===== config.mk =====
export PLATFORM = sky130hd
export DESIGN_NAME = port_flow_controller
export DESIGN_NICKNAME = d
export VERILOG_FILES = /design/src/rtl/port_flow_controller.sv
export SDC_FILE = /design/constraint.sdc
export NUM_CORES = 1
export LEC_CHECK = 0
export CAP_MARGIN = 20
export CORE_MARGIN = 1
export CORE_UTILIZATION = 36
export CTS_CLUSTER_SIZE = 30
export DETAILED_ROUTE_END_ITERATION = 10
export PLACE_DENSITY = 0.73
export SKIP_LAST_GASP = 1
export SLEW_MARGIN = 20
export SYNTH_ARGS = -nofsm -noshare
export SYNTH_HDL_FRONTEND = slang
export SYNTH_SLANG_ARGS = --single-unit
export TNS_END_PERCENT = 100

===== constraint.sdc =====
create_clock -name clk -period 1.7 [get_ports clk]
set_input_delay 0.17 -clock clk [delete_from_list [all_inputs] [get_ports clk]]
set_output_delay 0.17 -clock clk [all_outputs]
set_load 0.03 [all_outputs]

===== src/rtl/port_flow_controller.sv =====
// Input-port flow controller for a mesh NoC switch.
// Decodes the head flit at the FIFO front, computes the XY route, reserves the
// output through the switch, then streams multi-phit packets downstream.
// Body/tail flits that arrive with no open route are popped and flagged.
module port_flow_controller #(
    parameter int unsigned N             = 4,
    parameter int unsigned INDEX         = 1,
    parameter int unsigned DATA_WIDTH    = 8,
    parameter int unsigned TYPE_WIDTH    = 2,
    parameter int unsigned REQUEST_WIDTH = 3,
    parameter int unsigned PhitPerFlit   = 2
) (
    input  logic                     clk,
    input  logic                     rst,
    input  logic                     valid_in,
    output logic                     ready_in,
    output logic                     pushBuffer,
    input  logic                     full,
    input  logic [DATA_WIDTH-1:0]    data_in,
    input  logic                     empty,
    output logic                     popBuffer,
    output logic                     valid_out,
    input  logic                     ready_out,
    output logic                     routeReserveRequestValid,
    output logic [REQUEST_WIDTH-1:0] routeReserveRequest,
    input  logic                     routeReserveStatus,
    output logic                     routeRelieve,
    output logic                     dropFlit
);

    localparam int unsigned DestWidth = $clog2(N * N);
    localparam int unsigned CntWidth  = $clog2(PhitPerFlit) + 1;
    localparam int unsigned MyX       = INDEX % N;
    localparam int unsigned MyY       = INDEX / N;

    localparam logic [TYPE_WIDTH-1:0] TypeHead     = TYPE_WIDTH'(0);
    localparam logic [TYPE_WIDTH-1:0] TypeBody     = TYPE_WIDTH'(1);
    localparam logic [TYPE_WIDTH-1:0] TypeTail     = TYPE_WIDTH'(2);
    localparam logic [TYPE_WIDTH-1:0] TypeHeadTail = TYPE_WIDTH'(3);

    localparam logic [REQUEST_WIDTH-1:0] DirNorth = REQUEST_WIDTH'(0);
    localparam logic [REQUEST_WIDTH-1:0] DirSouth = REQUEST_WIDTH'(1);
    localparam logic [REQUEST_WIDTH-1:0] DirWest  = REQUEST_WIDTH'(2);
    localparam logic [REQUEST_WIDTH-1:0] DirEast  = REQUEST_WIDTH'(3);
    localparam logic [REQUEST_WIDTH-1:0] DirLocal = REQUEST_WIDTH'(4);

    localparam logic [CntWidth-1:0] LastCnt = CntWidth'(PhitPerFlit - 1);

    typedef enum logic [2:0] {StIdle, StReq, StXfer, StRls, StDrop} state_e;

    state_e                   state_q, state_d;
    logic [CntWidth-1:0]      cnt_q, cnt_d;
    logic [REQUEST_WIDTH-1:0] dir_q, dir_d;
    logic [TYPE_WIDTH-1:0]    type_q, type_d;
    logic                     drop_q, drop_d;

    logic [TYPE_WIDTH-1:0]    front_type;
    logic [DestWidth-1:0]     dest_idx;
    logic [REQUEST_WIDTH-1:0] route_dir;
    logic [TYPE_WIDTH-1:0]    cur_type;
    logic                     handshake;
    int unsigned              dest_x, dest_y;
    logic                     unused_data;

    assign front_type  = data_in[DATA_WIDTH-1 -: TYPE_WIDTH];
    assign dest_idx    = data_in[DestWidth-1:0];
    assign unused_data = ^data_in;

    // Upstream side is purely combinational and held off during reset.
    assign ready_in   = ~full & rst;
    assign pushBuffer = valid_in & ready_in;

    assign dropFlit = drop_q;

    // XY route of the destination carried by the front phit.
    always_comb begin
        dest_x = 32'(dest_idx) % N;
        dest_y = 32'(dest_idx) / N;
        if (dest_x != MyX) begin
            route_dir = (dest_x > MyX) ? DirEast : DirWest;
        end else if (dest_y != MyY) begin
            route_dir = (dest_y > MyY) ? DirSouth : DirNorth;
        end else begin
            route_dir = DirLocal;
        end
    end

    // Next-state and output decode.
    always_comb begin
        state_d                  = state_q;
        cnt_d                    = cnt_q;
        dir_d                    = dir_q;
        type_d                   = type_q;
        drop_d                   = 1'b0;
        valid_out                = 1'b0;
        popBuffer                = 1'b0;
        routeReserveRequestValid = 1'b0;
        routeReserveRequest      = '0;
        routeRelieve             = 1'b0;
        handshake                = 1'b0;
        // Phit 0 carries the type, so use it live before it is latched.
        cur_type                 = (cnt_q == '0) ? front_type : type_q;

        unique case (state_q)
            StIdle: begin
                if (!empty) begin
                    if (front_type == TypeHead || front_type == TypeHeadTail) begin
                        dir_d   = route_dir;
                        state_d = StReq;
                    end else begin
                        state_d = StDrop;
                    end
                end
            end
            StReq: begin
                routeReserveRequestValid = 1'b1;
                routeReserveRequest      = dir_q;
                if (routeReserveStatus) begin
                    state_d = StXfer;
                end
            end
            StXfer: begin
                valid_out = ~empty;
                handshake = valid_out & ready_out;
                popBuffer = handshake;
                if (handshake) begin
                    if (cnt_q == '0) begin
                        type_d = front_type;
                    end
                    if (cnt_q == LastCnt) begin
                        cnt_d = '0;
                        if (cur_type == TypeTail || cur_type == TypeHeadTail) begin
                            state_d = StRls;
                        end
                    end else begin
                        cnt_d = cnt_q + CntWidth'(1);
                    end
                end
            end
            StRls: begin
                routeRelieve = 1'b1;
                state_d      = StIdle;
            end
            StDrop: begin
                popBuffer = ~empty;
                if (!empty) begin
                    if (cnt_q == LastCnt) begin
                        cnt_d   = '0;
                        drop_d  = 1'b1;
                        state_d = StIdle;
                    end else begin
                        cnt_d = cnt_q + CntWidth'(1);
                    end
                end
            end
            default: begin
                state_d = StIdle;
            end
        endcase
    end

    // State registers with synchronous active-low reset.
    always_ff @(posedge clk) begin
        if (!rst) begin
            state_q <= StIdle;
            cnt_q   <= '0;
            dir_q   <= '0;
            type_q  <= '0;
            drop_q  <= 1'b0;
        end else begin
            state_q <= state_d;
            cnt_q   <= cnt_d;
            dir_q   <= dir_d;
            type_q  <= type_d;
            drop_q  <= drop_d;
        end
    end

    // Body type is decoded only for readability of the flit encoding.
    logic unused_type_body;
    assign unused_type_body = (TypeBody == TypeHead);

endmodule


==> flow_metrics.py <==
metrics = {
    "finish": {
        "area_delta_synth_final_pct": 54.6,
        "fill_cells": 140,
        "final_cell_mix": "buf_4 (17), clkdlybuf4s50_1 (13), dfxtp_1 (10), nor3_1 (5)",
        "seq_area_sq_um": 200,
        "antenna_cells": 0,
        "final_common_cell": "buf_4",
        "layout-drive-gt1-share_pct": 25.7,
        "finalNetCount": 118,
        "multiInputGateArea_sq_um": 367,
        "final_util_pct": 59.5,
    },
    "synthesis": {
        "syn-num-nets": 85,
        "yosys_register_bits": 10,
        "ys_top_cells_by_area": "dfxtp_1 (35%), and2_1 (4.4%), nand2b_1 (4.4%)",
        "ys.warnings.count": 0,
        "synth_cells": 70,
        "yosysTopAreaCell": "dfxtp_1",
        "ys_seq_area_share_pct": 34.9,
        "synthesis.area_sq_um": 573,
        "synth.avg_cell_area_sq_um": 8.19,
        "synthDistinctLibCells": 32,
        "synth_top_cell_area_share_pct": 34.9,
    },
    "setup_path": {
        "cp-end-kind": "output port",
        "worst-setup-path-type": "register to output port",
        "critical_path.max_fanout": 9,
        "cp.arrival_ns": 1.44,
        "crit_required_ns": 1.53,
        "critPathLaunchType": "register",
    },
    "sta": {
        "whs_ns": 0.465,
        "grt_setup_unrepaired": "false",
        "fin_crit_ns": 1.61,
        "max_slew.worst_pin.slew_ns": 0.473,
        "fin_crit_sh_pct": 94.8,
        "setup_violations": 0,
        "slew_headroom_pct": 68.2,
        "fmax_ghz": 0.621,
        "skew_ns": 0.00134,
        "final_max_slew_viol_count": 0,
        "hold_viol_final": 0,
    },
    "global_route": {
        "grt_pass1_wl_um": 2560,
        "grt_usage_pct": 19.3,
        "grt_max_degree": 12,
        "first_global_vias": 612,
        "antenna_found_initial": 0,
        "grt_overflow_total": 0,
    },
    "clock_network": {
        "cts_setup_buffers": 0,
        "cts_buffer_depth": 2,
        "cts-buffers-inserted": 3,
        "cts_htree_levels": 1,
        "insertion_delay_ns": 0.26,
        "cts_tree": "yes",
        "cts_sinks": 10,
        "root_buffer": "clkbuf_4",
        "clkTransAtPathRegs_ns": 0.06,
    },
    "run": {
        "maxCapViolations": 0,
    },
    "route": {
        "wl_met2_um": 702,
        "viasPerCell": 5.38,
        "ant_nets": 0,
        "wl_met3_um": 47,
        "via_count": 629,
        "wl_per_cell_um": 12.3,
        "highest_layer": "met4",
        "first_iter_violations": 12,
        "drcViolationCount": 0,
        "wl_met1_um": 661,
        "firstDrtPassIters": 4,
        "routed_wl_um": 1440,
    },
    "floorplanning": {
        "fp.dieH_um": 41.9,
        "fp.dieArea_sq_mm": 0.00176,
        "io_pins": 25,
        "die_x_um": 41.9,
        "initial_core_util_pct": 38.5,
        "core-area_sq_mm": 0.00149,
        "std_cell_rows": 14,
    },
    "placement": {
        "place.detailed.hpwl_um": 1150,
        "gp_congestion": 0.775,
        "portBuffers": 22,
    },
    "power_and_ir_drop": {
        "peakVddDrop_v": 0.000501,
        "cellPowerDensity_mw_per_mm2": 703,
        "p_leak_uw": 0.000350,
    },
    "min_path": {
        "worstHoldPathType": "register to register",
    },
    "outcome": {
        "status": "completed",
    },
}
logic make-up after synthesis:
logic type / count (synthesis) / share of synthesized area (%)
XOR/XNOR: 3 / 4.59
flip-flops: 10 / 34.9
AO/OA/AOI/OAI: 14 / 15.7
buffers and inverters: 5 / 4.58
multiplexers: 1 / 1.75
AND/OR/NAND/NOR: 37 / 38.4
path summary, 6_finish.rpt:
check / from / to / slack (ns) / depth (start not counted)
min: cnt_q[1] / cnt_q[1] / 0.46 / 2
max reg2reg: state_q[2] / dir_q[2] / 0.12 / 3
min reg2reg: cnt_q[1] / cnt_q[1] / 0.46 / 2
max: state_q[0] / routeReserveRequest[0] / 0.09 / 5
critical path, cell delays in order (launching register included):
cell     delay [ns]
dfxtp_1        0.35
buf_6          0.14
or2b_4         0.29
nor2_4         0.11
and2_1         0.14
buf_4          0.15
Yosys cell counts:
cell type  count
dfxtp_1       10
nor2_1         5
nor3_1         5
and2_1         4
nand2_1        4
nand2b_1       4
o21ai_0        4
a21oi_1        3
nor4_1         3
a31oi_1        2
clkbuf_1       2
nand3_1        2
nand3b_1       2
xor2_1         2
a211oi_1       1
a41o_1         1
buf_6          1
clkinv_1       1
inv_1          1
mux2i_1        1
nand4_1        1
nor4b_1        1
nor4bb_1       1
o2111ai_1      1
o21a_1         1
o41ai_1        1
or2b_1         1
or3_1          1
or3_2          1
or4_4          1
or4b_1         1
xnor2_1        1
through the flow:
step           instance area (sq um)  setup TNS, ns  instances  setup WS (ns)  power (uW)
3_3_place_gp                     847        -0.0382        114        -0.0382         460
3_5_place_dp                     847        -0.0663        114        -0.0663         464
4_1_cts                          870              0        117         0.0168         621
6_report                         886              0        117         0.0889         623
2_1_floorplan                    581              0         70         0.0794         375
5_1_grt                          886              0        117        0.00139         663
power by group:
part	total, uW	leakage [uW]	switching (uW)	internal [uW]
registers	260	0.0000813	9.80	250
logic	207	0.000255	101	106
clock network	157	0.0000138	75.2	81.5
total	623	0.000350	186	437
area by class of cell:
| class | instances | share of cell area, % |
|---|---|---|
| multi-input cells | 55 | 41.4 |
| inverters | 2 | 0.847 |
| well taps | 16 | 2.26 |
| flip-flops and latches | 10 | 22.6 |
| repair buffers | 31 | 30.4 |
| clock buffers | 3 | 2.54 |
what timing repair did:
action	4_1_cts	5_1_grt
hold buffers	0	0
resized for setup	0	4
setup endpoints to repair	0	5
state kept, by name (all words and copies together), names as in the netlist:
register  flops
dropFlit      1
state_q       3
dir_q         3
cnt_q         2
type_q        1
per-layer routing:
| layer | vias up | track usage [%] |
|---|---|---|
| li1 | 321 | - |
| met1 | 293 | 24.6 |
| met2 | 11 | 28.7 |
| met3 | 4 | 6.52 |
| met4 | 0 | 9.68 |
| met5 | - | 0 |
Note: power is estimated with default switching activity, not from simulation.
